[src/rtl/nlp_update_arbiter.sv]
// nlp_update_arbiter
// Sequences every write into the single-write-port next-line-predictor table.
// After reset it sweeps all 2^IDX_W entries to invalid. It then arbitrates two
// update queues (IF3 early corrections, backend resolved branches) onto the
// write port. The backend has priority. IF3 is forced through after STARVE_MAX
// consecutive backend grants while it waits.
//
// Ports
//   clk, rst                      clock, asynchronous active-high reset
//   if3_upd_*                     IF3 update request (valid/ready, pc, target, taken)
//   be_upd_*                      backend update request (valid/ready, pc, target, taken)
//   flush                         backend redirect; drops IF3 queue contents
//   tbl_we/idx/tag/target/taken/valid   registered table write port
//   init_done                     high once the invalidate sweep has finished
//
// Optional build macro
//   NLP_UPD_MERGE_EN  a backend update hitting the backend queue tail's index
//                     overwrites that tail instead of taking a new entry
module nlp_update_arbiter #(
    parameter int unsigned IDX_W      = 6,
    parameter int unsigned TAG_W      = 8,
    parameter int unsigned Q_DEPTH    = 4,
    parameter int unsigned STARVE_MAX = 4
) (
    input  logic             clk,
    input  logic             rst,
    input  logic             if3_upd_valid,
    output logic             if3_upd_ready,
    input  logic [31:0]      if3_upd_pc,
    input  logic [31:0]      if3_upd_target,
    input  logic             if3_upd_taken,
    input  logic             be_upd_valid,
    output logic             be_upd_ready,
    input  logic [31:0]      be_upd_pc,
    input  logic [31:0]      be_upd_target,
    input  logic             be_upd_taken,
    input  logic             flush,
    output logic             tbl_we,
    output logic [IDX_W-1:0] tbl_idx,
    output logic [TAG_W-1:0] tbl_tag,
    output logic [31:0]      tbl_target,
    output logic             tbl_taken,
    output logic             tbl_valid,
    output logic             init_done
);

    localparam int unsigned PTR_W = $clog2(Q_DEPTH);
    localparam int unsigned CNT_W = PTR_W + 1;
    localparam int unsigned STV_W = $clog2(STARVE_MAX + 1);

    localparam logic [0:0] ST_INIT = 1'b0;
    localparam logic [0:0] ST_RUN  = 1'b1;

    typedef struct packed {
        logic [IDX_W-1:0] idx;
        logic [TAG_W-1:0] tag;
        logic [31:0]      target;
        logic             taken;
    } upd_t;

    upd_t if3_q [Q_DEPTH];
    upd_t be_q  [Q_DEPTH];

    logic [0:0]       state, state_nxt;
    logic [IDX_W-1:0] sweep, sweep_nxt;
    logic [PTR_W-1:0] if3_rd, if3_rd_nxt, if3_wr, if3_wr_nxt;
    logic [PTR_W-1:0] be_rd, be_rd_nxt, be_wr, be_wr_nxt;
    logic [CNT_W-1:0] if3_cnt, if3_cnt_nxt, be_cnt, be_cnt_nxt;
    logic [STV_W-1:0] starve, starve_nxt, starve_grant;
    logic             if3_ready_q, be_ready_q, if3_rdy_nxt, be_rdy_nxt;

    logic             we_nxt, taken_nxt, valid_nxt, done_nxt;
    logic [IDX_W-1:0] idx_nxt;
    logic [TAG_W-1:0] tag_nxt;
    logic [31:0]      target_nxt;

    logic             if3_nonempty, be_nonempty, starve_at_max;
    logic             if3_pop_c, be_pop_c, if3_push_c, be_push_c, merge_hit_c;
    upd_t             if3_in, be_in, grant;
    logic             unused_pc_bits;

    // Table index/tag are fixed slices of the branch PC
    assign if3_in = '{idx:    if3_upd_pc[IDX_W+1:2],
                      tag:    if3_upd_pc[IDX_W+TAG_W+1:IDX_W+2],
                      target: if3_upd_target,
                      taken:  if3_upd_taken};
    assign be_in  = '{idx:    be_upd_pc[IDX_W+1:2],
                      tag:    be_upd_pc[IDX_W+TAG_W+1:IDX_W+2],
                      target: be_upd_target,
                      taken:  be_upd_taken};

    assign unused_pc_bits = ^{if3_upd_pc[1:0], if3_upd_pc[31:IDX_W+TAG_W+2],
                              be_upd_pc[1:0],  be_upd_pc[31:IDX_W+TAG_W+2]};

    assign if3_nonempty  = (if3_cnt != '0);
    assign be_nonempty   = (be_cnt != '0);
    assign starve_at_max = (starve == STV_W'(STARVE_MAX));

    // Arbitration: depends on registered queue state only
    always_comb begin : arb
        be_pop_c     = 1'b0;
        if3_pop_c    = 1'b0;
        starve_grant = starve;
        if (state == ST_RUN) begin
            if (be_nonempty && !(if3_nonempty && starve_at_max)) begin
                be_pop_c = 1'b1;
                if (!if3_nonempty) begin
                    starve_grant = '0;
                end else if (!starve_at_max) begin
                    starve_grant = starve + STV_W'(1);
                end
            end else if (if3_nonempty) begin
                if3_pop_c    = 1'b1;
                starve_grant = '0;
            end
        end
    end

    assign grant = be_pop_c ? be_q[be_rd] : if3_q[if3_rd];

`ifdef NLP_UPD_MERGE_EN
    logic [PTR_W-1:0] be_tail;
    logic             be_merge_c;

    // Tail is mergeable unless it is the sole entry and leaves this cycle
    assign be_tail     = be_wr - PTR_W'(1);
    assign merge_hit_c = (state == ST_RUN) && be_nonempty &&
                         !(be_pop_c && (be_cnt == CNT_W'(1))) &&
                         (be_q[be_tail].idx == be_in.idx);
    assign be_merge_c  = be_upd_valid && merge_hit_c;
    assign be_upd_ready = be_ready_q || merge_hit_c;
`else
    assign merge_hit_c  = 1'b0;
    assign be_upd_ready = be_ready_q;
`endif

    assign if3_upd_ready = if3_ready_q;

    // A flush in the same cycle discards the incoming IF3 update
    assign if3_push_c = if3_upd_valid && if3_ready_q && !flush;
    assign be_push_c  = be_upd_valid && be_ready_q && !merge_hit_c;

    // Next-state and registered-output values
    always_comb begin : next_state
        state_nxt   = state;
        sweep_nxt   = sweep;
        we_nxt      = 1'b0;
        idx_nxt     = '0;
        tag_nxt     = '0;
        target_nxt  = '0;
        taken_nxt   = 1'b0;
        valid_nxt   = 1'b0;

        case (state)
            ST_INIT: begin
                we_nxt    = 1'b1;
                idx_nxt   = sweep;
                sweep_nxt = sweep + IDX_W'(1);
                if (sweep == '1) begin
                    state_nxt = ST_RUN;
                end
            end
            ST_RUN: begin
                if (be_pop_c || if3_pop_c) begin
                    we_nxt     = 1'b1;
                    valid_nxt  = 1'b1;
                    idx_nxt    = grant.idx;
                    tag_nxt    = grant.tag;
                    target_nxt = grant.target;
                    taken_nxt  = grant.taken;
                end
            end
            default: state_nxt = ST_INIT;
        endcase

        if3_rd_nxt  = if3_rd + PTR_W'(if3_pop_c);
        if3_wr_nxt  = if3_wr + PTR_W'(if3_push_c);
        if3_cnt_nxt = if3_cnt + CNT_W'(if3_push_c) - CNT_W'(if3_pop_c);
        be_rd_nxt   = be_rd + PTR_W'(be_pop_c);
        be_wr_nxt   = be_wr + PTR_W'(be_push_c);
        be_cnt_nxt  = be_cnt + CNT_W'(be_push_c) - CNT_W'(be_pop_c);
        starve_nxt  = starve_grant;

        if (flush) begin
            if3_rd_nxt  = '0;
            if3_wr_nxt  = '0;
            if3_cnt_nxt = '0;
            starve_nxt  = '0;
        end

        // Ready reflects the count that will be registered
        done_nxt    = (state_nxt == ST_RUN);
        if3_rdy_nxt = (state_nxt == ST_RUN) && (if3_cnt_nxt < CNT_W'(Q_DEPTH));
        be_rdy_nxt  = (state_nxt == ST_RUN) && (be_cnt_nxt < CNT_W'(Q_DEPTH));
    end

    // Control state and registered outputs
    always_ff @(posedge clk or posedge rst) begin
        if (rst) begin
            state       <= ST_INIT;
            sweep       <= '0;
            if3_rd      <= '0;
            if3_wr      <= '0;
            if3_cnt     <= '0;
            be_rd       <= '0;
            be_wr       <= '0;
            be_cnt      <= '0;
            starve      <= '0;
            if3_ready_q <= 1'b0;
            be_ready_q  <= 1'b0;
            tbl_we      <= 1'b0;
            tbl_idx     <= '0;
            tbl_tag     <= '0;
            tbl_target  <= '0;
            tbl_taken   <= 1'b0;
            tbl_valid   <= 1'b0;
            init_done   <= 1'b0;
        end else begin
            state       <= state_nxt;
            sweep       <= sweep_nxt;
            if3_rd      <= if3_rd_nxt;
            if3_wr      <= if3_wr_nxt;
            if3_cnt     <= if3_cnt_nxt;
            be_rd       <= be_rd_nxt;
            be_wr       <= be_wr_nxt;
            be_cnt      <= be_cnt_nxt;
            starve      <= starve_nxt;
            if3_ready_q <= if3_rdy_nxt;
            be_ready_q  <= be_rdy_nxt;
            tbl_we      <= we_nxt;
            tbl_idx     <= idx_nxt;
            tbl_tag     <= tag_nxt;
            tbl_target  <= target_nxt;
            tbl_taken   <= taken_nxt;
            tbl_valid   <= valid_nxt;
            init_done   <= done_nxt;
        end
    end

    // Queue storage; contents are meaningful only between rd and wr pointers
    always_ff @(posedge clk) begin
        if (if3_push_c) begin
            if3_q[if3_wr] <= if3_in;
        end
        if (be_push_c) begin
            be_q[be_wr] <= be_in;
        end
`ifdef NLP_UPD_MERGE_EN
        else if (be_merge_c) begin
            be_q[be_tail] <= be_in;
        end
`endif
    end

endmodule

[config.mk]
export PLATFORM = sky130hd
export DESIGN_NAME = nlp_update_arbiter
export DESIGN_NICKNAME = d
export VERILOG_FILES = /design/src/rtl/nlp_update_arbiter.sv
export SDC_FILE = /design/constraint.sdc
export NUM_CORES = 1
export LEC_CHECK = 0
export CAP_MARGIN = 20
export CORE_MARGIN = 10
export CORE_UTILIZATION = 40
export CTS_CLUSTER_SIZE = 24
export DETAILED_ROUTE_END_ITERATION = 8
export MAX_ROUTING_LAYER = met4
export SLEW_MARGIN = 10
export SYNTH_ARGS = -nofsm -noshare
export SYNTH_HDL_FRONTEND = slang
export SYNTH_SLANG_ARGS = --single-unit
[constraint.sdc]
create_clock -name clk -period 5.2 [get_ports clk]
set_clock_uncertainty 0.15 [all_clocks]
set_input_delay 0.78 -clock clk [delete_from_list [all_inputs] [get_ports clk]]
set_output_delay 0.78 -clock clk [all_outputs]
set_load 0.005 [all_outputs]
==> run_results.csv, run 1 <==
group,metric,value,unit
timing,final-hold-violation-count,0,
route,routed-via-count,7994,
grt,grt_overflow,0,
layout,layout.nets,1138,
timing,relSlewSlack,0.335,
setup_path,worstPathRequired,5.47,ns
yosys,yosys-top-cells-area,"sky130_fd_sc_hd__edfxtp_1 67%, sky130_fd_sc_hd__mux4_2 13%, sky130_fd_sc_hd__dfrtp_1 11%",
power,netSwitchingPower,1.37,mW
setup_path,cp_num_buf_inv,2,
yosys,top_cells_by_count_synth,"376 x sky130_fd_sc_hd__edfxtp_1, 94 x sky130_fd_sc_hd__mux4_2, 89 x sky130_fd_sc_hd__nand2_1, 75 x sky130_fd_sc_hd__dfrtp_1, 34 x sky130_fd_sc_hd__a21oi_1",
yosys,syn_avg_cell_area,20.7,um^2
clock_network,clock_path_buffers,3,
die,die_height,225,um
place,hpwlAfterDp,21900,um
layout,syn2layout_area_growth,21.7,%
yosys,synthesis.nets,961,
route,totalWireLength,37200,um
clock_network,cts_made_buffers,47,
yosys,synth.cell_area,16800,um^2
clock_network,cts_max_level,2,
power,vdd_ir_drop_max,0.198,mV
route,detail-route-antenna-nets,0,
setup_path,crit_path_cell_trace,"or3_1, a31o_4, and3_1, ha_1, inv_1, ha_1, inv_1, fa_1, xor2_1, and2_1, nor3_1, nor2_1",
setup_path,crit_path_top_delay_cell,"sky130_fd_sc_hd__or3_1",
clock_network,cts_tree,"yes",
job,drv.max_cap_violation_count,0,
yosys,postSynthRegisterBits,451,
power,power_frac_comb,0.017,
timing,timing.setup.tns,0,ns
yosys,synth_flop_cell,"sky130_fd_sc_hd__edfxtp_1",
yosys,share_of_async_settable_or_async_resettable_flops_after_synthesis,0.166,
power,cell_internal_pwr,5.87,mW
clock_network,post_cts_resized,0,
timing,rsz0062_at_grt,"false",
route,post-route-drc-count,0,
clock_network,clkLatencyLatePin,0.56,ns
grt,via_count_of_the_first_global_routing_pass,8761,
setup_path,critical_path.top_delay_family,"simple AND/OR/NAND/NOR gates",
clock_network,tritoncts_num_sinks,451,
power,power.density_cell_area,354,nW/um^2
yosys,postSynthCellCount,813,
yosys,synth-edff-count,376,
grt,grt_antenna_before_repair,5,
power,clockPowerShare,0.442,
die,floorplan_die_area,50600,um^2
power,power.leakage,6.86,nW
timing,max_slew.worst_pin.slew,0.993,ns
power,pwr-share-seq,0.541,
grt,grt_max_degree,49,
setup_path,critical_path_peak_fanout,48,
die,rows,75,
timing,final_max_slew_viol_count,0,
setup_path,startpoint_type,"flop",
timing,final_period_minus_worst_setup_slack,3.65,ns
setup_path,worstPathArrival,3.92,ns
timing,fin_crit_sh,0.701,
timing,achievable-frequency,0.274,GHz
route,dr_wl_cell,23.7,um
route,first_pass_iters,5,
setup_path,critical-path-max-stage-delay,0.59,ns
worst_hold_path,min-delay-path-class,"flop to flop",
clock_network,cts_hold_buf,0,
grt,groute.usage.overall,0.154,
yosys,cell_type_with_the_largest_total_area_after_synthesis,"sky130_fd_sc_hd__edfxtp_1",
yosys,synth.distinct_cells,35,
yosys,yosys_warnings,0,
yosys,synth.most_common_cell,"sky130_fd_sc_hd__edfxtp_1",
clock_network,postCtsSetupRepairBufs,0,
route,detail_route.iter0.violations,621,
setup_path,timing_worst_setup_path_type,"flop to flop",
clock_network,cts_root_buffer,"sky130_fd_sc_hd__clkbuf_16",
yosys,register_area_share_after_synthesis,0.783,
route,routed_via_density,5.09,
grt,first_pass_grt_wire_length,55900,um
status,outcome,"finished clean",
place,routability_driven_placement_congestion_ratio,0.725,
place,io_buffer_count,150,
die,core,41800,um^2
die,floorplan.die.width,225,um
die,io_pins,187,
timing,worst_hold_slack_across_all_endpoints,0.359,ns
yosys,post-synth-top-area-fraction,0.671,
power,switching_power_as_a_share_of_total_power,0.189,
clock_network,clk_pin_slew_worst_paths,0.06,ns
die,initial_utilization,0.403,
setup_path,setup.worst_path.end_class,"flop",
timing,setup_violations,0,
layout,share_of_cells_above_drive_strength_1,0.198,
[final cells by class]
| class | count | area [um^2] |
|---|---|---|
| fill | 3379 | 21300 |
| sequential | 451 | 13200 |
| multi-input combinational | 306 | 3410 |
| timing repair buffer | 166 | 1630 |
| clock buffer | 67 | 1340 |
| tap | 539 | 674 |
| clock inverter | 19 | 141 |
| inverter | 18 | 70.1 |
| antenna | 6 | 15.0 |
[metal layers]
metal	track usage	wire (um)	vias up
li1	-	-	3578
met1	0.200	16500	4214
met2	0.243	18100	152
met5	-	0	-
met3	0.0328	1930	50
met4	0.0439	675	0
[power groups by stage]
stage                     Sequential, mW  Combinational, mW  Clock, mW
final                               3.92              0.121       3.20
after global routing                3.92              0.132       3.43
after CTS                           3.92              0.123       3.29
after detailed placement            3.99              0.123          0
after global placement              3.99              0.117          0
after floorplan                     3.99            0.00982          0
[layout by cell type, fill, tap and decap left out, types with 3 or more instances in the layout]
cell type                         count
sky130_fd_sc_hd__xnor2_1              9
sky130_fd_sc_hd__clkbuf_16           49
sky130_fd_sc_hd__a21oi_2              9
sky130_fd_sc_hd__mux2i_1              6
sky130_fd_sc_hd__buf_4               15
sky130_fd_sc_hd__dfrtp_1             71
sky130_fd_sc_hd__diode_2              6
sky130_fd_sc_hd__ha_1                11
sky130_fd_sc_hd__nor3_1               3
sky130_fd_sc_hd__mux4_2              94
sky130_fd_sc_hd__clkbuf_1            13
sky130_fd_sc_hd__clkbuf_8             5
sky130_fd_sc_hd__dfrtp_4              3
sky130_fd_sc_hd__clkinv_2             8
sky130_fd_sc_hd__inv_1               17
sky130_fd_sc_hd__nor2_1               8
sky130_fd_sc_hd__o22ai_1              7
sky130_fd_sc_hd__xor2_1               3
sky130_fd_sc_hd__nand2_1             89
sky130_fd_sc_hd__nor2b_1              5
sky130_fd_sc_hd__a21oi_1             34
sky130_fd_sc_hd__edfxtp_1           376
sky130_fd_sc_hd__clkdlybuf4s50_1    150
sky130_fd_sc_hd__clkinv_1             7
[state kept, by name (all words and copies together), names as in the netlist, 3 cells and up]
name        flops
be_q          188
if3_q         188
tbl_target     32
tbl_tag         8
sweep           6
tbl_idx         6
be_cnt          3
if3_cnt         3
starve          3
[stage by stage]
stage | setup slack, ns | instance area (um^2) | std cells | utilization | total power [mW]
after floorplan | 0.149 | 16800 | 813 | - | 4.00
after global placement | 1.56 | 19000 | 1480 | 0.454 | 4.11
after detailed placement | 1.54 | 19000 | 1480 | 0.454 | 4.12
after CTS | 1.53 | 20500 | 1566 | 0.490 | 7.33
after global routing | 1.35 | 20500 | 1571 | 0.490 | 7.48
final | 1.55 | 20500 | 1572 | 0.490 | 7.24
[kinds of logic after synthesis]
family / after synthesis / share of synthesized area
and+or+nand+nor: 125 / 0.0316
DFF: 451 / 0.783
AOI/OAI and AO/OA: 55 / 0.0206
adders and majority gates: 13 / 0.0106
xor gates and xnor gates: 12 / 0.00625
muxes: 101 / 0.130
buffers and inverters: 56 / 0.0179
[worst paths after layout]
kind,cells after the start,startpoint,slack (ns),to
max,12,if3_cnt[1],1.55,if3_upd_ready
min,1,sweep[4],0.36,sweep[4]
max reg2reg,12,if3_cnt[1],1.55,if3_upd_ready
min reg2reg,1,sweep[4],0.36,sweep[4]
max in group asynchronous,3,rst,3.41,be_rd[0]
min in group asynchronous,2,rst,0.56,tbl_target[4]
No activity file was read; power rests on OpenSTA's default activity.
==> inputs of run 2 (changes only) <==
clock period = 3.6 ns   (was 5.2 ns; I/O delays follow)
==> run 2 against run 1 <==
Effect of this change:
- wire length is 0.69% higher
- global-route usage is 0.12 points higher
- cell area is 0.61% higher
- die area stayed put
- worst hold slack worse by 0.23 ns
- sequential share of layout area is 0.38 points lower
- register-to-register slack worse by 1.0 ns
- first-iteration DRC count is 23% lower
==> run_results.csv, run 2 (same netlist as run 1, synthesis figures left out) <==
group,metric,value,unit
status,outcome,"finished clean",
layout,syn2layout_area_growth,22.5,%
layout,fill_cells,3410,
power,cell_internal_pwr,8.37,mW
power,netSwitchingPower,2.01,mW
setup_path,startpoint_type,"flop",
layout,share_of_cells_above_drive_strength_1,0.209,
setup_path,regToRegStartpoint,"if3_cnt[1]",
power,power.leakage,6.92,nW
setup_path,worstPathRequired,3.88,ns
setup_path,critical_path_peak_fanout,4,
grt,grt_max_degree,71,
timing,setup_violations,0,
clock_network,clk_pin_slew_worst_paths,0.06,ns
route,first_pass_iters,5,
setup_path,startpoint,"if3_cnt[1]",
power,power_frac_comb,0.017,
layout,fin_util,0.493,
timing,max_slew.worst_pin.slew,0.837,ns
setup_path,regToRegSetupSlack,0.56,ns
setup_path,r2r_end,"if3_upd_ready",
grt,grt_overflow,0,
timing,final_max_slew_viol_count,0,
route,detail_route.iter0.violations,480,
power,pwr-share-seq,0.546,
setup_path,ff2ff_path_depth,12,
die,core,41800,um^2
clock_network,cts_root_buffer,"sky130_fd_sc_hd__clkbuf_16",
timing,final_period_minus_worst_setup_slack,3.04,ns
clock_network,cts_max_level,2,
worst_hold_path,min-delay-path-class,"primary input to asynchronous set/reset pin",
setup_path,timing_worst_setup_path_type,"flop to flop",
route,routed_via_density,5.11,
route,dr_wl_cell,23.6,um
route,totalWireLength,37400,um
route,post-route-drc-count,0,
grt,groute.usage.overall,0.155,
die,floorplan.die.width,225,um
setup_path,setup.worst_path.end_class,"flop",
clock_network,clock_path_buffers,3,
timing,rsz0062_at_grt,"false",
place,io_buffer_count,150,
clock_network,post_cts_resized,0,
route,detail-route-antenna-nets,0,
power,vdd_ir_drop_max,0.330,mV
clock_network,cts_hold_buf,0,
place,routability_driven_placement_congestion_ratio,0.723,
timing,achievable-frequency,0.329,GHz
die,rows,75,
timing,worst_hold_slack_across_all_endpoints,0.129,ns
clock_network,clkLatencyLatePin,0.56,ns
route,routed-via-count,8089,
clock_network,cts_tree,"yes",
layout,largestRegisters,"be_q (188), if3_q (188), tbl_target (32)",
clock_network,cts_made_buffers,48,
die,io_pins,187,
die,floorplan_die_area,50600,um^2
timing,fin_crit_sh,0.845,
clock_network,tritoncts_num_sinks,451,
clock_network,postCtsSetupRepairBufs,0,
grt,via_count_of_the_first_global_routing_pass,8954,
die,initial_utilization,0.403,
layout,most_common_cell_after_layout_fill_and_taps_aside,"sky130_fd_sc_hd__edfxtp_1",
timing,relSlewSlack,0.442,
timing,final-hold-violation-count,0,
power,power.density_cell_area,504,nW/um^2
job,drv.max_cap_violation_count,0,
die,die_height,225,um
power,clockPowerShare,0.437,
power,switching_power_as_a_share_of_total_power,0.193,
place,hpwlAfterDp,22200,um
grt,first_pass_grt_wire_length,56700,um
layout,mostFrequentLayoutCells,"376 x sky130_fd_sc_hd__edfxtp_1, 150 x sky130_fd_sc_hd__clkdlybuf4s50_1, 94 x sky130_fd_sc_hd__mux4_2",
layout,layout.nets,1149,
grt,grt_antenna_before_repair,6,
setup_path,worstPathArrival,3.32,ns
==> run 2: cell count changes in the layout (fill, tap and decap cells not counted), sizes merged <==
cell | before | now
clkbuf | 67 | 65
buf | 16 | 26
bufinv | 2 | 0
clkinv | 15 | 21
==> run 2: worst max-delay path by stage <==
stage,endpoint,depth (start not counted)
2_1_floorplan,be_q[1][0],2
3_3_place_gp,if3_upd_ready,12
3_5_place_dp,if3_upd_ready,12
4_1_cts,if3_upd_ready,12
5_1_grt,if3_upd_ready,12
6_report,if3_upd_ready,12
==> run 2: final cells by class <==
type | instances | area [um^2] | area share
Clock inverter | 23 | 110 | 0.00535
Timing Repair Buffer | 176 | 1780 | 0.0864
Antenna cell | 6 | 15.0 | 0.000729
Multi-Input combinational cell | 306 | 3420 | 0.166
Inverter | 18 | 70.1 | 0.00340
Sequential cell | 451 | 13200 | 0.640
Clock buffer | 65 | 1350 | 0.0654
Tap cell | 539 | 674 | 0.0327
==> run 2: worst max-delay path: stages (launching register included) <==
cell,delay (ns)
sky130_fd_sc_hd__dfrtp_1,0.41
sky130_fd_sc_hd__or3_1,0.42
sky130_fd_sc_hd__a31o_4,0.26
sky130_fd_sc_hd__and3_1,0.20
sky130_fd_sc_hd__ha_1,0.27
sky130_fd_sc_hd__inv_1,0.06
sky130_fd_sc_hd__ha_1,0.13
sky130_fd_sc_hd__inv_1,0.05
sky130_fd_sc_hd__fa_1,0.40
sky130_fd_sc_hd__xor2_1,0.16
sky130_fd_sc_hd__and2_1,0.15
sky130_fd_sc_hd__nor3_1,0.17
sky130_fd_sc_hd__nor2_1,0.07
==> run 2: metrics by stage <==
step	instances	power, mW	setup WS (ns)	TNS [ns]	cell area (um^2)
after floorplan	813	5.78	-1.21	-157.01	16800
after global placement	1489	5.94	0.379	0	19100
after detailed placement	1489	5.95	0.372	0	19100
after CTS	1577	10.5	0.549	0	20600
after global routing	1584	10.7	0.359	0	20600
final	1584	10.4	0.557	0	20600
==> run 2: power by group through the flow <==
stage,combinational (mW),clock (mW),sequential [mW]
detailed placement,0.178,0,5.77
finish,0.179,4.53,5.66
global route,0.195,4.87,5.66
global placement,0.171,0,5.77
floorplan,0.0142,0,5.77
CTS,0.179,4.67,5.66
==> run 2: per-layer routing <==
metal,global-route usage,share of wire,vias to the layer above
met5,-,0,-
met4,0.0443,0.014,0
met3,0.0397,0.064,40
met2,0.249,0.49,185
met1,0.193,0.43,4260
li1,-,-,3604
==> inputs of run 3 (changes only) <==
clock period = 2.7 ns   (was 3.6 ns; I/O delays follow)
==> run 3 against run 2 <==
Effect of this change:
- worst hold slack worse by 0.085 ns
- critical endpoint unchanged
- clock power is 43% higher
- combinational power is 37% higher
- critical path type unchanged
==> run_results.csv, run 3 (same netlist as run 1, synthesis figures left out) <==
group,metric,value,unit
setup_path,startpoint_type,"flop",
layout,layout.nets,1166,
timing,max_slew.worst_pin.slew,0.727,ns
layout,mostFrequentLayoutCells,"376 x sky130_fd_sc_hd__edfxtp_1, 150 x sky130_fd_sc_hd__clkdlybuf4s50_1, 94 x sky130_fd_sc_hd__mux4_2",
die,floorplan.die.width,225,um
grt,groute.usage.overall,0.156,
timing,final-hold-violation-count,0,
route,detail_route.iter0.violations,614,
power,power.density_cell_area,678,nW/um^2
timing,final_period_minus_worst_setup_slack,2.69,ns
grt,grt_antenna_before_repair,5,
place,placed_cells_incl_taps,1508,
status,outcome,"finished clean",
timing,setup_ws,0.00764,ns
setup_path,setup.worst_path.end_class,"flop",
route,totalWireLength,37900,um
clock_network,clock_path_buffers,3,
setup_path,critical_path_peak_fanout,2,
place,placement.setup.worst_slack,-0.167,ns
route,routed-via-count,8205,
layout,share_of_cells_above_drive_strength_1,0.231,
setup_path,worstPathArrival,2.96,ns
grt,use_met3,0.0357,
power,vdd_ir_drop_max,0.461,mV
power,power.leakage,7.09,nW
grt,grt_overflow,0,
grt,first_pass_grt_wire_length,56700,um
setup_path,worstPathRequired,2.97,ns
job,drv.max_cap_violation_count,0,
clock_network,clkLatencyLatePin,0.58,ns
route,dr_wl_cell,23.7,um
route,first_pass_iters,4,
place,io_buffer_count,150,
grt,top_usage_layer,"met2",
die,initial_utilization,0.403,
place,hpwlAfterDp,23300,um
clock_network,cts_tree,"yes",
worst_hold_path,min-delay-path-class,"primary input to asynchronous set/reset pin",
layout,syn2layout_area_growth,25.3,%
die,floorplan_die_area,50600,um^2
timing,final_max_slew_viol_count,0,
layout,most_common_cell_after_layout_fill_and_taps_aside,"sky130_fd_sc_hd__edfxtp_1",
place,routability_driven_placement_congestion_ratio,0.712,
layout,largestRegisters,"be_q (188), if3_q (188), tbl_target (32)",
layout,fill_cells,3365,
clock_network,clk_pin_slew_worst_paths,0.06,ns
layout,final-instance-count-excl-fill,1599,
route,post-route-drc-count,0,
clock_network,cts_root_buffer,"sky130_fd_sc_hd__clkbuf_16",
grt,gr_met1_demand_resource,0.207,
layout,fin_util,0.505,
die,die_height,225,um
grt,grt_use_met2,0.241,
die,io_pins,187,
grt,grt_max_degree,48,
die,core,41800,um^2
clock_network,cts_made_buffers,46,
timing,setup_violations,0,
clock_network,tritoncts_num_sinks,451,
timing,fin_crit_sh,0.997,
clock_network,cts_max_level,2,
setup_path,timing_worst_setup_path_type,"flop to flop",
route,routed_via_density,5.13,
die,rows,75,
grt,via_count_of_the_first_global_routing_pass,8855,
timing,rsz0062_at_grt,"true",
timing,achievable-frequency,0.371,GHz
route,detail-route-antenna-nets,0,
timing,relSlewSlack,0.515,
## run 3: final timing paths
path / cells after the start / slack [ns] / endpoint / from
max in group asynchronous: 3 / 1.83 / tbl_target[11] / rst
min in group clk: 1 / 0.32 / if3_q[1][45] / if3_upd_pc[6]
min: 2 / 0.04 / tbl_valid / rst
max reg2reg: 12 / 0.008 / if3_upd_ready / if3_cnt[1]
max: 12 / 0.008 / if3_upd_ready / if3_cnt[1]
min reg2reg: 1 / 0.35 / sweep[4] / sweep[4]
## run 3: power breakdown
group	switching [mW]	internal (mW)
logic	0.111	0.134
registers	0.00242	7.54
clock network	2.59	3.91
## run 3: through the flow
stage | instance area (um^2) | TNS [ns] | hold WS, ns | power, mW
floorplan | 16900 | -0.439 | 0.316 | 7.71
global placement | 19500 | -0.145 | 0.337 | 7.93
detailed placement | 19500 | -0.235 | 0.341 | 7.94
CTS | 21100 | 0 | 0.0245 | 14.4
global route | 21100 | -0.161 | 0.0722 | 14.7
finish | 21100 | 0 | 0.0447 | 14.3
## run 3: metal layers
metal / vias to the layer above / wire [um]
met5: - / 0
met4: 0 / 636
met3: 55 / 2270
met2: 199 / 18100
met1: 4304 / 16900
li1: 3647 / -
## run 3: final cells by class
class                           instances  area (um^2)  area share
Inverter                               18         70.1     0.00333
Multi-Input combinational cell        306         3490       0.166
Timing Repair Buffer                  195         2090      0.0992
Sequential cell                       451        13200       0.626
Tap cell                              539          674      0.0320
Clock inverter                         27          310      0.0147
Antenna cell                            5         12.5    0.000594
Clock buffer                           58         1240      0.0587
## run 3: critical path, stage by stage (launching register included)
cell	delay (ns)
sky130_fd_sc_hd__dfrtp_1	0.38
sky130_fd_sc_hd__or3_4	0.40
sky130_fd_sc_hd__a31o_4	0.23
sky130_fd_sc_hd__and3_4	0.18
sky130_fd_sc_hd__ha_4	0.21
sky130_fd_sc_hd__inv_2	0.06
sky130_fd_sc_hd__ha_4	0.12
sky130_fd_sc_hd__inv_2	0.03
sky130_fd_sc_hd__fa_2	0.33
sky130_fd_sc_hd__xor2_1	0.15
sky130_fd_sc_hd__and2_1	0.14
sky130_fd_sc_hd__nor3_2	0.13
sky130_fd_sc_hd__nor2_1	0.05
## run 3: what timing repair did
item	in CTS	in global routing
gates resized for setup	1	0
pin swaps	3	1
endpoints found under the hold margin	0	0
hold buffers	0	0
endpoints found under the setup margin	1	2
buffers inserted	1	0
